[src/rtl/mfrsd_flash_ctrl.sv]
// JEDEC byte-mode flash command decoder that emulates program and erase
// operations on a simple request/acknowledge backing memory.
module mfrsd_flash_ctrl #(
    parameter int unsigned ADDR_W   = 23,
    parameter int unsigned SECTOR_W = 16,
    parameter logic [7:0]  MFR_ID   = 8'h01,
    parameter logic [7:0]  DEV_ID   = 8'h7E
) (
    input  logic              clk,
    input  logic              reset,
    input  logic              cpu_wr,
    input  logic              cpu_rd,
    input  logic [ADDR_W-1:0] cpu_addr,
    input  logic [7:0]        cpu_data,
    output logic              mem_req,
    output logic              mem_we,
    output logic [ADDR_W-1:0] mem_addr,
    output logic [7:0]        mem_wdata,
    input  logic              mem_ack,
    input  logic [7:0]        mem_rdata,
    output logic              rd_override,
    output logic [7:0]        rd_data,
    output logic              busy
);

    typedef enum logic [3:0] {
        S_READ, S_U1, S_U2, S_AUTOSEL, S_PROG_ARM, S_PROG_RD, S_PROG_WR,
        S_E_U1, S_E_U2, S_E_U3, S_E_ARM, S_ERASE_RUN
    } state_t;

    state_t              r_state;
    logic                r_mem_req;
    logic                r_mem_we;
    logic [ADDR_W-1:0]   r_mem_addr;
    logic [7:0]          r_mem_wdata;
    logic                r_rd_override;
    logic [7:0]          r_rd_data;
    logic                r_toggle;
    logic [ADDR_W-1:0]   r_cnt;
    logic                r_chip;
    logic [ADDR_W-1:0]   r_paddr;
    logic [7:0]          r_pdata;

    logic                w_aaa;
    logic                w_555;
    logic                w_busy;
    logic                w_unlock;
    logic                w_last;
    logic [7:0]          w_id;

    assign w_aaa    = (cpu_addr[11:0] == 12'hAAA);
    assign w_555    = (cpu_addr[11:0] == 12'h555);
    assign w_busy   = (r_state == S_PROG_RD) || (r_state == S_PROG_WR) || (r_state == S_ERASE_RUN);
    assign w_unlock = cpu_wr && w_aaa && (cpu_data == 8'hAA);
    assign w_last   = r_chip ? (&r_cnt) : (&r_cnt[SECTOR_W-1:0]);

    always_comb begin
        w_id = 8'h00;
        case (cpu_addr[7:0])
            8'h00:   w_id = MFR_ID;
            8'h02:   w_id = DEV_ID;
            default: w_id = 8'h00;
        endcase
    end

    assign mem_req     = r_mem_req;
    assign mem_we      = r_mem_we;
    assign mem_addr    = r_mem_addr;
    assign mem_wdata   = r_mem_wdata;
    assign rd_override = r_rd_override;
    assign rd_data     = r_rd_data;
    assign busy        = w_busy;

    always_ff @(posedge clk or posedge reset) begin
        if (reset) begin
            r_state       <= S_READ;
            r_mem_req     <= 1'b0;
            r_mem_we      <= 1'b0;
            r_mem_addr    <= '0;
            r_mem_wdata   <= '0;
            r_rd_override <= 1'b0;
            r_rd_data     <= 8'hFF;
            r_toggle      <= 1'b0;
            r_cnt         <= '0;
            r_chip        <= 1'b0;
            r_paddr       <= '0;
            r_pdata       <= '0;
        end else begin
            // Read response is registered: it reflects the state seen when cpu_rd was strobed.
            r_toggle      <= w_busy ? (r_toggle ^ cpu_rd) : 1'b0;
            r_rd_override <= w_busy || (r_state == S_AUTOSEL);
            if (w_busy)
                r_rd_data <= {1'b0, r_toggle ^ cpu_rd, 6'b0};
            else if (r_state == S_AUTOSEL)
                r_rd_data <= w_id;
            else
                r_rd_data <= 8'hFF;

            case (r_state)
                S_PROG_RD: begin
                    if (!r_mem_req) begin
                        r_mem_req  <= 1'b1;
                        r_mem_we   <= 1'b0;
                        r_mem_addr <= r_paddr;
                    end else if (mem_ack) begin
                        r_mem_req <= 1'b0;
                        r_pdata   <= mem_rdata & r_pdata;
                        r_state   <= S_PROG_WR;
                    end
                end
                S_PROG_WR: begin
                    if (!r_mem_req) begin
                        r_mem_req   <= 1'b1;
                        r_mem_we    <= 1'b1;
                        r_mem_addr  <= r_paddr;
                        r_mem_wdata <= r_pdata;
                    end else if (mem_ack) begin
                        r_mem_req <= 1'b0;
                        r_state   <= w_unlock ? S_U1 : S_READ;
                    end
                end
                S_E_ARM: begin
                    r_state <= (cpu_wr && cpu_data == 8'hF0) ? S_READ : S_ERASE_RUN;
                end
                S_ERASE_RUN: begin
                    if (!r_mem_req) begin
                        r_mem_req   <= 1'b1;
                        r_mem_we    <= 1'b1;
                        r_mem_addr  <= r_cnt;
                        r_mem_wdata <= 8'hFF;
                    end else if (mem_ack) begin
                        r_mem_req <= 1'b0;
                        if (w_last)
                            r_state <= w_unlock ? S_U1 : S_READ;
                        else
                            r_cnt <= r_cnt + 1'b1;
                    end
                end
                default: begin
                    if (cpu_wr) begin
                        if (cpu_data == 8'hF0) begin
                            r_state <= S_READ;
                        end else begin
                            case (r_state)
                                S_READ, S_AUTOSEL: if (w_aaa && cpu_data == 8'hAA) r_state <= S_U1;
                                S_U1:   r_state <= (w_555 && cpu_data == 8'h55) ? S_U2 : S_READ;
                                S_U2: begin
                                    if (w_aaa && cpu_data == 8'hA0)      r_state <= S_PROG_ARM;
                                    else if (w_aaa && cpu_data == 8'h90) r_state <= S_AUTOSEL;
                                    else if (w_aaa && cpu_data == 8'h80) r_state <= S_E_U1;
                                    else                                 r_state <= S_READ;
                                end
                                S_E_U1: r_state <= (w_aaa && cpu_data == 8'hAA) ? S_E_U2 : S_READ;
                                S_E_U2: r_state <= (w_555 && cpu_data == 8'h55) ? S_E_U3 : S_READ;
                                S_E_U3: begin
                                    if (w_aaa && cpu_data == 8'h10) begin
                                        r_chip  <= 1'b1;
                                        r_cnt   <= '0;
                                        r_state <= S_E_ARM;
                                    end else if (cpu_data == 8'h30) begin
                                        r_chip  <= 1'b0;
                                        r_cnt   <= {cpu_addr[ADDR_W-1:SECTOR_W], SECTOR_W'(0)};
                                        r_state <= S_E_ARM;
                                    end else begin
                                        r_state <= S_READ;
                                    end
                                end
                                S_PROG_ARM: begin
                                    r_paddr <= cpu_addr;
                                    r_pdata <= cpu_data;
                                    r_state <= S_PROG_RD;
                                end
                                default: r_state <= S_READ;
                            endcase
                        end
                    end
                end
            endcase
        end
    end

endmodule

[config.mk]
export PLATFORM = sky130hd
export DESIGN_NAME = mfrsd_flash_ctrl
export DESIGN_NICKNAME = d
export VERILOG_FILES = /design/src/rtl/mfrsd_flash_ctrl.sv
export SDC_FILE = /design/constraint.sdc
export NUM_CORES = 1
export LEC_CHECK = 0
export ABC_AREA = 1
export BUFFER_PORTS_ARGS = -buffer_cell sky130_fd_sc_hd__buf_2
export CAP_MARGIN = 15
export CORE_MARGIN = 10
export CORE_UTILIZATION = 35
export CTS_BUF_LIST = sky130_fd_sc_hd__clkbuf_16
export DETAILED_ROUTE_END_ITERATION = 7
export PLACE_DENSITY = 0.6
export SLEW_MARGIN = 0
export SYNTH_ARGS = -nofsm -noshare
export SYNTH_HDL_FRONTEND = slang
export SYNTH_SLANG_ARGS = --single-unit
[constraint.sdc]
create_clock -name clk -period 7.75 [get_ports clk]
set_input_delay 0.775 -clock clk [delete_from_list [all_inputs] [get_ports clk]]
set_output_delay 0.775 -clock clk [all_outputs]
set_load 0.03 [all_outputs]
==> impl_metrics.yaml, run 1 <==
sta:
  fin_setup_tns_ns: 0
  maxSlewViolCount: 0
  max_slew_margin: 0.307
  worst_pin_slew_ns: 1.04
  skew_ns: 0.0110
  grt_setup_unrepaired: "false"
  finalSetupViolCount: 0
  fin_hold_ws_ns: 0.472
  fin_crit_sh: 0.402
  final-hold-violation-count: 0
  finalCriticalPeriod_ns: 3.12
  max_freq_mhz: 321
worst_setup_path:
  slowest_stage: "nor2_4"
  path_class: "reg2out"
  reg2reg_to: "r_cnt[9]$_DFFE_PP0P_"
  endpoint_kind: "output pin"
  cp.arrival_ns: 2.34
  critPathBufInv: 2
  cp.required_ns: 6.97
  critPathLaunchType: "flip-flop"
  max_stage_delay_ns: 0.82
  worst-path-stages: 6
  r2r_cells: 6
  cp_cell_sequence: "inv_2 > nand2_1 > nor2_4 > nor2_2 > nand2_4 > buf_2"
  critPathMaxFanout: 43
  crit_family: "simple AND/OR/NAND/NOR gates"
  rrSetupSlack_ns: 5.04
  r2r-start: "r_state[2]$_DFFE_PP0P_"
cts:
  clock_sinks: 98
  cts_tree: "yes"
  cts_buffers: 9
  cts-hold-fix-buffers: 0
  ctsLongestPathBuffers: 2
  cts.repair.resized: 0
  path_clk_slew_ns: 0.07
  htree_levels: 3
  cts-root-buf: "clkbuf_16"
  clk_latency_ns: 0.35
  postCtsSetupBuffers: 0
layout:
  drive_above_1_share: 0.203
  multi_input_area_um2: 2650
  syn_to_final_growth_pct: 15.8
  fin_nets: 854
  antennaDiodeCount: 0
  nFillCells: 1578
  regArea_um2: 2460
yosys:
  avgSynthCellArea_um2: 7.47
  synthCells: 735
  synthArstFlopShare: 1.00
  syn_area_um2: 5490
  ys_ff_latch: 98
  synth-main-ff-cell: "dfrtp_1"
  synth_seq_area_share: 0.448
  yosys.area.top_type: "dfrtp_1"
  syn_nets: 780
  synth_area_leaders: "dfrtp_1 (43%), nand2_1 (17%), nor2_1 (7.0%)"
  synth_enable_flop_cells: 0
  yosysWarnings: 0
  yosysUniqueCellTypes: 42
  yosysTopAreaCellShare: 0.429
place:
  numPortBuffers: 86
  gp_congestion: 0.912
  dp_hpwl_um: 11200
global_route:
  antenna_found_initial: 1
  gr-total-overflow: 0
  track_usage: 0.142
  grt_pass1_vias: 4791
  grt_pass1_wl_um: 24800
  grt_max_degree: 56
routing:
  initialDrtViolationCount: 489
  wire_per_inst_um: 14.7
  vias: 4929
  final_antenna_net_count: 0
  viasPerCell: 4.81
  drc_errors: 0
  wirelength_um: 15000
  dr.pass1.iters: 5
min_path:
  hp-class: "reg2reg"
  hold_depth: 2
  hold_end: "mem_wdata[7]$_DFFE_PP0P_"
  hold_start: "mem_wdata[7]$_DFFE_PP0P_"
floorplan:
  num_rows: 45
  die_h_um: 145
  die_w_um: 145
  die_area_um2: 21100
  initial_core_util: 0.360
  coreArea_um2: 15300
  ios: 87
power:
  power_w: 0.00110
  leakagePower_nw: 3.11
  powerDensity_nw_per_um2: 174
  ir_drop_v: 0.000134
run_status:
  status: "finished, final reports clean"
job:
  drv_cap: 0
## power by group
| part | switching [W] | total (W) | leakage (nW) | internal (W) |
|---|---|---|---|---|
| Clock | 0.000208 | 0.000495 | 0.162 | 0.000287 |
| Combinational | 0.0000561 | 0.0000827 | 1.64 | 0.0000266 |
| Sequential | 0.00000854 | 0.000526 | 1.31 | 0.000518 |
| Total | 0.000273 | 0.00110 | 3.11 | 0.000831 |
## cell usage in the layout (no fill, tap or decap), types with 9 or more instances in the layout
cell       Yosys  final
buf_2          3     86
a31oi_1       22     22
nand2_1      247    247
nand4_1       14     14
xor2_1         9      9
mux2_2        10     10
o21ai_1       10     10
nand3_1       49     49
o21ai_0       32     32
nand2_2       17     17
nor2_1       103    103
dfrtp_1       94     94
clkbuf_16      0      9
inv_1         48     47
## synth_stat cells, types with 4 or more instances
cell	instances
nand2_1	247
nor2_1	103
dfrtp_1	94
nand3_1	49
inv_1	48
o21ai_0	32
a31oi_1	22
nand2_2	17
nand4_1	14
mux2_2	10
o21ai_1	10
buf_4	9
clkbuf_1	9
xor2_1	9
nor2_2	7
inv_2	5
or2_2	5
xnor2_1	5
dfstp_2	4
nor3_1	4
## metrics by stage
stage	area, um^2	utilization	setup slack, ns	std cells
after floorplan	5490	-	4.42	735
after global placement	6030	0.395	4.83	1009
after detailed placement	6030	0.395	4.75	1009
after CTS	6360	0.417	4.61	1025
after global routing	6360	0.417	4.43	1025
final	6360	0.417	4.63	1025
## worst reg2reg max path: stages (launching register included)
cell and delay [ns]:
dfrtp_1 0.43, inv_2 0.06, nand2_1 0.13, nor2_4 0.82, inv_2 0.61, or2_2 0.47
o21ai_1 0.12
## kinds of logic (layout without fill, tap and decap cells)
logic type / count (synthesis) / count (layout) / synth area share
AND/OR/NAND/NOR: 458 / 458 / 0.362
flip-flops: 98 / 98 / 0.448
buffers and inverters: 81 / 160 / 0.0693
AO/OA/AOI/OAI: 72 / 72 / 0.0741
XOR/XNOR: 14 / 14 / 0.0223
multiplexers: 11 / 11 / 0.0226
adder cells (fa/ha/maj): 1 / 1 / 0.00228
## how the worst max path moves through the flow
| stage | endpoint | slack [ns] | startpoint |
|---|---|---|---|
| after floorplan | mem_addr[0]$_DFFE_PP0P_ | 4.42 | reset |
| after global placement | r_pdata[3]$_DFFE_PP0P_ | 4.83 | cpu_data[0] |
| after detailed placement | r_pdata[1]$_DFFE_PP0P_ | 4.75 | cpu_data[0] |
| after CTS | busy | 4.61 | r_state[2]$_DFFE_PP0P_ |
| after global routing | busy | 4.43 | r_state[2]$_DFFE_PP0P_ |
| final | busy | 4.63 | r_state[2]$_DFFE_PP0P_ |
## flip-flops by register name, indices dropped and copies added, names as in the netlist, 4 cells and up
signal and cells:
r_paddr 23, r_state 4, mem_addr 23, r_cnt 23
rd_data 4, mem_wdata 8, r_pdata 8
## final cells by class
type,count,area share
clock inverter,7,0.0155
clock buffer,9,0.0354
timing repair buffer,87,0.0689
tap,211,0.0415
multi-input combinational,556,0.417
sequential,98,0.387
inverter,57,0.0352
## metal layers
metal | vias to the layer above | share of wire | GRT usage
li1 | 2502 | - | -
met1 | 2286 | 0.48 | 0.189
met5 | - | 0 | 0
met2 | 129 | 0.45 | 0.223
met4 | 0 | 0.012 | 0.0435
met3 | 12 | 0.058 | 0.0335
(Power assumes the default switching activity.)
==> inputs of run 2 (changes only) <==
==> constraint.sdc (replaced) <==
create_clock -name clk -period 3.2 [get_ports clk]
set_input_delay 0.32 -clock clk [delete_from_list [all_inputs] [get_ports clk]]
set_output_delay 0.32 -clock clk [all_outputs]
set_load 0.03 [all_outputs]
==> run 2 against run 1 <==
Net effect:
- die area stayed put
- non-clock buffer count is 3 higher
- sequential share of layout area is 0.12 points higher
- combinational power is 140% higher
==> impl_metrics.yaml, run 2 (synthesis gave the netlist of run 1 again) <==
floorplan:
  coreArea_um2: 15300
  die_h_um: 145
  ios: 87
  die_w_um: 145
  num_rows: 45
  initial_core_util: 0.360
  die_area_um2: 21100
global_route:
  grt_max_degree: 82
  antenna_found_initial: 1
  grt_pass1_wl_um: 25200
  track_usage: 0.145
  grt_pass1_vias: 4889
  gr-total-overflow: 0
sta:
  finalCriticalPeriod_ns: 2.20
  max_slew_margin: 0.330
  worst_pin_slew_ns: 1.00
  grt_setup_unrepaired: "false"
  fin_crit_sh: 0.687
  maxSlewViolCount: 0
  skew_ns: 0.0106
  finalSetupViolCount: 0
  fin_setup_tns_ns: 0
  final-hold-violation-count: 0
  max_freq_mhz: 455
layout:
  fin_nets: 857
  syn_to_final_growth_pct: 15.5
  nFillCells: 1592
  final_util: 0.415
  final_common_cell: "nand2_1"
  drive_above_1_share: 0.204
  mostFrequentLayoutCells: "nand2_1 (247), nor2_1 (103), dfrtp_1 (94)"
worst_setup_path:
  path_class: "reg2reg"
  critPathLaunchType: "flip-flop"
  cp.arrival_ns: 2.50
  critPathMaxFanout: 32
  endpoint_kind: "flip-flop"
  cp.required_ns: 3.50
power:
  powerDensity_nw_per_um2: 397
  swShare: 0.265
  seqPwrFrac: 0.507
  internal-power_w: 0.00185
  ir_drop_v: 0.000264
  pwr-share-clk: 0.414
  leakagePower_nw: 3.09
  pwr-share-comb: 0.079
  switchingPower_w: 0.000666
cts:
  clock_sinks: 98
  clk_latency_ns: 0.36
  postCtsSetupBuffers: 0
  cts_buffers: 9
  cts_tree: "yes"
  cts-root-buf: "clkbuf_16"
  cts-hold-fix-buffers: 0
  htree_levels: 3
  ctsLongestPathBuffers: 2
  cts.repair.resized: 0
  path_clk_slew_ns: 0.07
routing:
  initialDrtViolationCount: 439
  dr.pass1.iters: 5
  viasPerCell: 4.79
  final_antenna_net_count: 0
  drc_errors: 0
  vias: 4924
  wire_per_inst_um: 14.6
  wirelength_um: 15100
job:
  drv_cap: 0
place:
  gp_congestion: 0.899
  dp_hpwl_um: 11300
  numPortBuffers: 86
run_status:
  status: "finished, final reports clean"
min_path:
  hp-class: "in2reg"
[run 2: power groups by stage]
stage	Combinational, W	Clock (W)	Sequential [W]
after floorplan	0.000124	0	0.00129
after global placement	0.000202	0	0.00130
after detailed placement	0.000201	0	0.00130
after CTS	0.000201	0.00107	0.00127
after global routing	0.000233	0.00112	0.00128
final	0.000199	0.00104	0.00128
[run 2: stage by stage]
step	instance area, um^2	std cells	power, W	setup slack, ns	hold WS [ns]
after floorplan	5490	735	0.00142	0.325	0.386
after global placement	6060	1012	0.00150	1.05	0.450
after detailed placement	6060	1012	0.00150	1.00	0.454
after CTS	6330	1028	0.00255	0.973	0.169
after global routing	6330	1028	0.00263	0.779	0.185
final	6340	1029	0.00252	1.00	0.182
[run 2: path summary, 6_finish.rpt]
kind	from	endpoint	slack (ns)	depth (start not counted)
max	r_state[2]$_DFFE_PP0P_	r_cnt[22]$_DFFE_PP0P_	1.00	10
min	cpu_addr[14]	r_paddr[14]$_DFFE_PP0P_	0.18	2
max reg2reg	r_state[2]$_DFFE_PP0P_	r_cnt[22]$_DFFE_PP0P_	1.00	10
min reg2reg	mem_wdata[5]$_DFFE_PP0P_	mem_wdata[5]$_DFFE_PP0P_	0.47	2
max in group asynchronous	reset	mem_wdata[1]$_DFFE_PP0P_	2.20	3
min in group asynchronous	reset	r_paddr[7]$_DFFE_PP0P_	0.19	2
[run 2: final cells by class]
type / count / area (um^2) / share of cell area
multi-input combinational: 556 / 2650 / 0.418
sequential: 98 / 2460 / 0.388
timing repair buffer: 90 / 460 / 0.0727
tap: 211 / 264 / 0.0417
clock buffer: 9 / 225 / 0.0355
inverter: 57 / 224 / 0.0353
clock inverter: 7 / 53.8 / 0.00849
antenna: 1 / 2.50 / 0.000395
[run 2: routing by layer]
layer	wire, um	track usage	up-vias
met2	6720	0.221	112
met1	7310	0.197	2276
met5	0	0	-
met4	230	0.0506	0
li1	-	-	2518
met3	801	0.0310	18
[run 2: critical path: stages (launching register included)]
cell     delay [ns]
dfrtp_1        0.42
inv_2          0.06
nand2_1        0.11
nor2_4         0.33
buf_4          0.31
o21ai_1        0.10
nor3_2         0.18
nand2_4        0.26
inv_6          0.24
nand2_1        0.07
nand2_1        0.06
==> inputs of run 3 (changes only) <==
--- a/config.mk
+++ b/config.mk
@@ -12,7 +12,7 @@
 export CORE_UTILIZATION = 35
 export CTS_BUF_LIST = sky130_fd_sc_hd__clkbuf_16
 export DETAILED_ROUTE_END_ITERATION = 7
-export PLACE_DENSITY = 0.6
+export PLACE_DENSITY = 0.62
 export SLEW_MARGIN = 0
 export SYNTH_ARGS = -nofsm -noshare
 export SYNTH_HDL_FRONTEND = slang
==> constraint.sdc (replaced) <==
create_clock -name clk -period 2 [get_ports clk]
set_input_delay 0.2 -clock clk [delete_from_list [all_inputs] [get_ports clk]]
set_output_delay 0.2 -clock clk [all_outputs]
set_load 0.03 [all_outputs]
==> run 3 against run 2 <==
Net effect:
- cell area is 5.5% higher
- clock power is 81% higher
- die area stayed put
- critical path type is now reg2out
- largest power group unchanged
- highest routed layer unchanged
==> impl_metrics.yaml, run 3 (synthesis gave the netlist of run 1 again) <==
routing:
  initialDrtViolationCount: 435
  dr.pass1.iters: 5
  vias: 5036
  wirelength_um: 15000
  drc_errors: 0
  wire_per_inst_um: 14.2
  viasPerCell: 4.76
  final_antenna_net_count: 0
worst_setup_path:
  critPathBufInv: 2
  max_stage_delay_ns: 0.44
  crit_family: "simple AND/OR/NAND/NOR gates"
  path_class: "reg2out"
  cp_cell_sequence: "inv_2 > nand2_1 > nor2_4 > nor2_2 > nand2_4 > buf_2"
  endpoint_kind: "output pin"
  cp.required_ns: 1.80
  critPathLaunchType: "flip-flop"
  cp.arrival_ns: 1.69
  critPathMaxFanout: 9
  slowest_stage: "dfrtp_1"
power:
  ir_drop_v: 0.000408
  pwr-share-comb: 0.081
  seqPwrFrac: 0.478
  swShare: 0.244
  switchingPower_w: 0.00104
  leakagePower_nw: 3.28
  powerDensity_nw_per_um2: 637
  power_w: 0.00426
  pwr-share-clk: 0.441
  internal-power_w: 0.00322
sta:
  final-hold-violation-count: 0
  finalSetupViolCount: 0
  fin_crit_sh: 0.943
  skew_ns: 0.00866
  max_slew_margin: 0.592
  finalCriticalPeriod_ns: 1.89
  worst_pin_slew_ns: 0.612
  max_freq_mhz: 530
  maxSlewViolCount: 0
  fin_setup_tns_ns: 0
  setup_slack_ns: 0.113
cts:
  ctsLongestPathBuffers: 2
  clock_sinks: 98
  cts-root-buf: "clkbuf_16"
  htree_levels: 3
  cts_tree: "yes"
  path_clk_slew_ns: 0.07
  clk_latency_ns: 0.36
  cts_buffers: 9
layout:
  layout.cells.non_filler: 1058
  syn_to_final_growth_pct: 21.8
  final_common_cell: "nand2_1"
  fin_nets: 887
  drive_above_1_share: 0.234
  mostFrequentLayoutCells: "nand2_1 (247), nor2_1 (101), dfrtp_1 (94)"
  final_util: 0.438
global_route:
  grt_pass1_vias: 4787
  antenna_found_initial: 0
  grtUsageMet3: 0.0289
  met2_usage: 0.211
  grt_max_degree: 46
  grt_busiest_layer: "met2"
  grt_pass1_wl_um: 24500
  use_met1: 0.194
  track_usage: 0.140
  gr-total-overflow: 0
floorplan:
  num_rows: 45
  die_w_um: 145
  initial_core_util: 0.360
  die_area_um2: 21100
  die_h_um: 145
  ios: 87
  coreArea_um2: 15300
run_status:
  status: "finished, final reports clean"
place:
  dp_hpwl_um: 11400
  place_ws_ns: 0.110
  place_inst: 1038
  numPortBuffers: 86
  gp_congestion: 0.940
min_path:
  hp-class: "in2reg"
job:
  drv_cap: 0
==> run 3: cell types whose count changed in the layout (fill, tap and decap cells not counted), moves of 2 or more <==
cell	delta
buf_12	+5
buf_4	+24
bufinv_16	+2
clkinv_4	+2
clkinvlp_4	-3
nor2_1	-2
nor2_2	+2
==> run 3: power by group through the flow <==
stage / Clock, W / Sequential [W] / Combinational [W]
after floorplan: 0 / 0.00207 / 0.000199
after global placement: 0 / 0.00207 / 0.000339
after detailed placement: 0 / 0.00208 / 0.000339
after CTS: 0.00191 / 0.00204 / 0.000342
after global routing: 0.00198 / 0.00204 / 0.000399
final: 0.00188 / 0.00204 / 0.000345
==> run 3: layout make-up <==
class,instances,area [um^2]
tap,211,264
fill,1561,8570
clock buffer,9,225
clock inverter,6,90.1
timing repair buffer,120,751
antenna,1,2.50
inverter,57,225
multi-input combinational,556,2670
sequential,98,2460
==> run 3: worst paths after layout <==
kind / startpoint / end / slack [ns] / cells past startpoint
max in group asynchronous: reset / r_pdata[5]$_DFFE_PP0P_ / 0.98 / 4
min in group asynchronous: reset / mem_we$_DFFE_PP0P_ / 0.44 / 3
min: cpu_addr[14] / r_paddr[14]$_DFFE_PP0P_ / 0.06 / 2
min reg2reg: mem_wdata[0]$_DFFE_PP0P_ / mem_wdata[0]$_DFFE_PP0P_ / 0.46 / 2
max: r_state[2]$_DFFE_PP0P_ / busy / 0.11 / 6
max reg2reg: r_cnt[1]$_DFFE_PP0P_ / r_cnt[12]$_DFFE_PP0P_ / 0.19 / 12
==> run 3: repair_timing <==
item,4_1_cts,5_1_grt
hold buffers,1,0
setup buffers,0,3
setup endpoints to repair,0,23
gates resized for setup,0,4
hold endpoints to repair,15,0
==> run 3: metrics by stage <==
| step | instance area, um^2 | hold slack [ns] |
|---|---|---|
| final | 6680 | 0.0575 |
| after global routing | 6680 | 0.0669 |
| after CTS | 6640 | 0.0475 |
| after detailed placement | 6310 | 0.271 |
| after global placement | 6310 | 0.271 |
| after floorplan | 5490 | 0.266 |
==> run 3: routing by layer <==
layer	share of wire	vias to the layer above
li1	-	2578
met1	0.48	2330
met2	0.45	111
met3	0.054	17
met4	0.018	0
met5	0	-
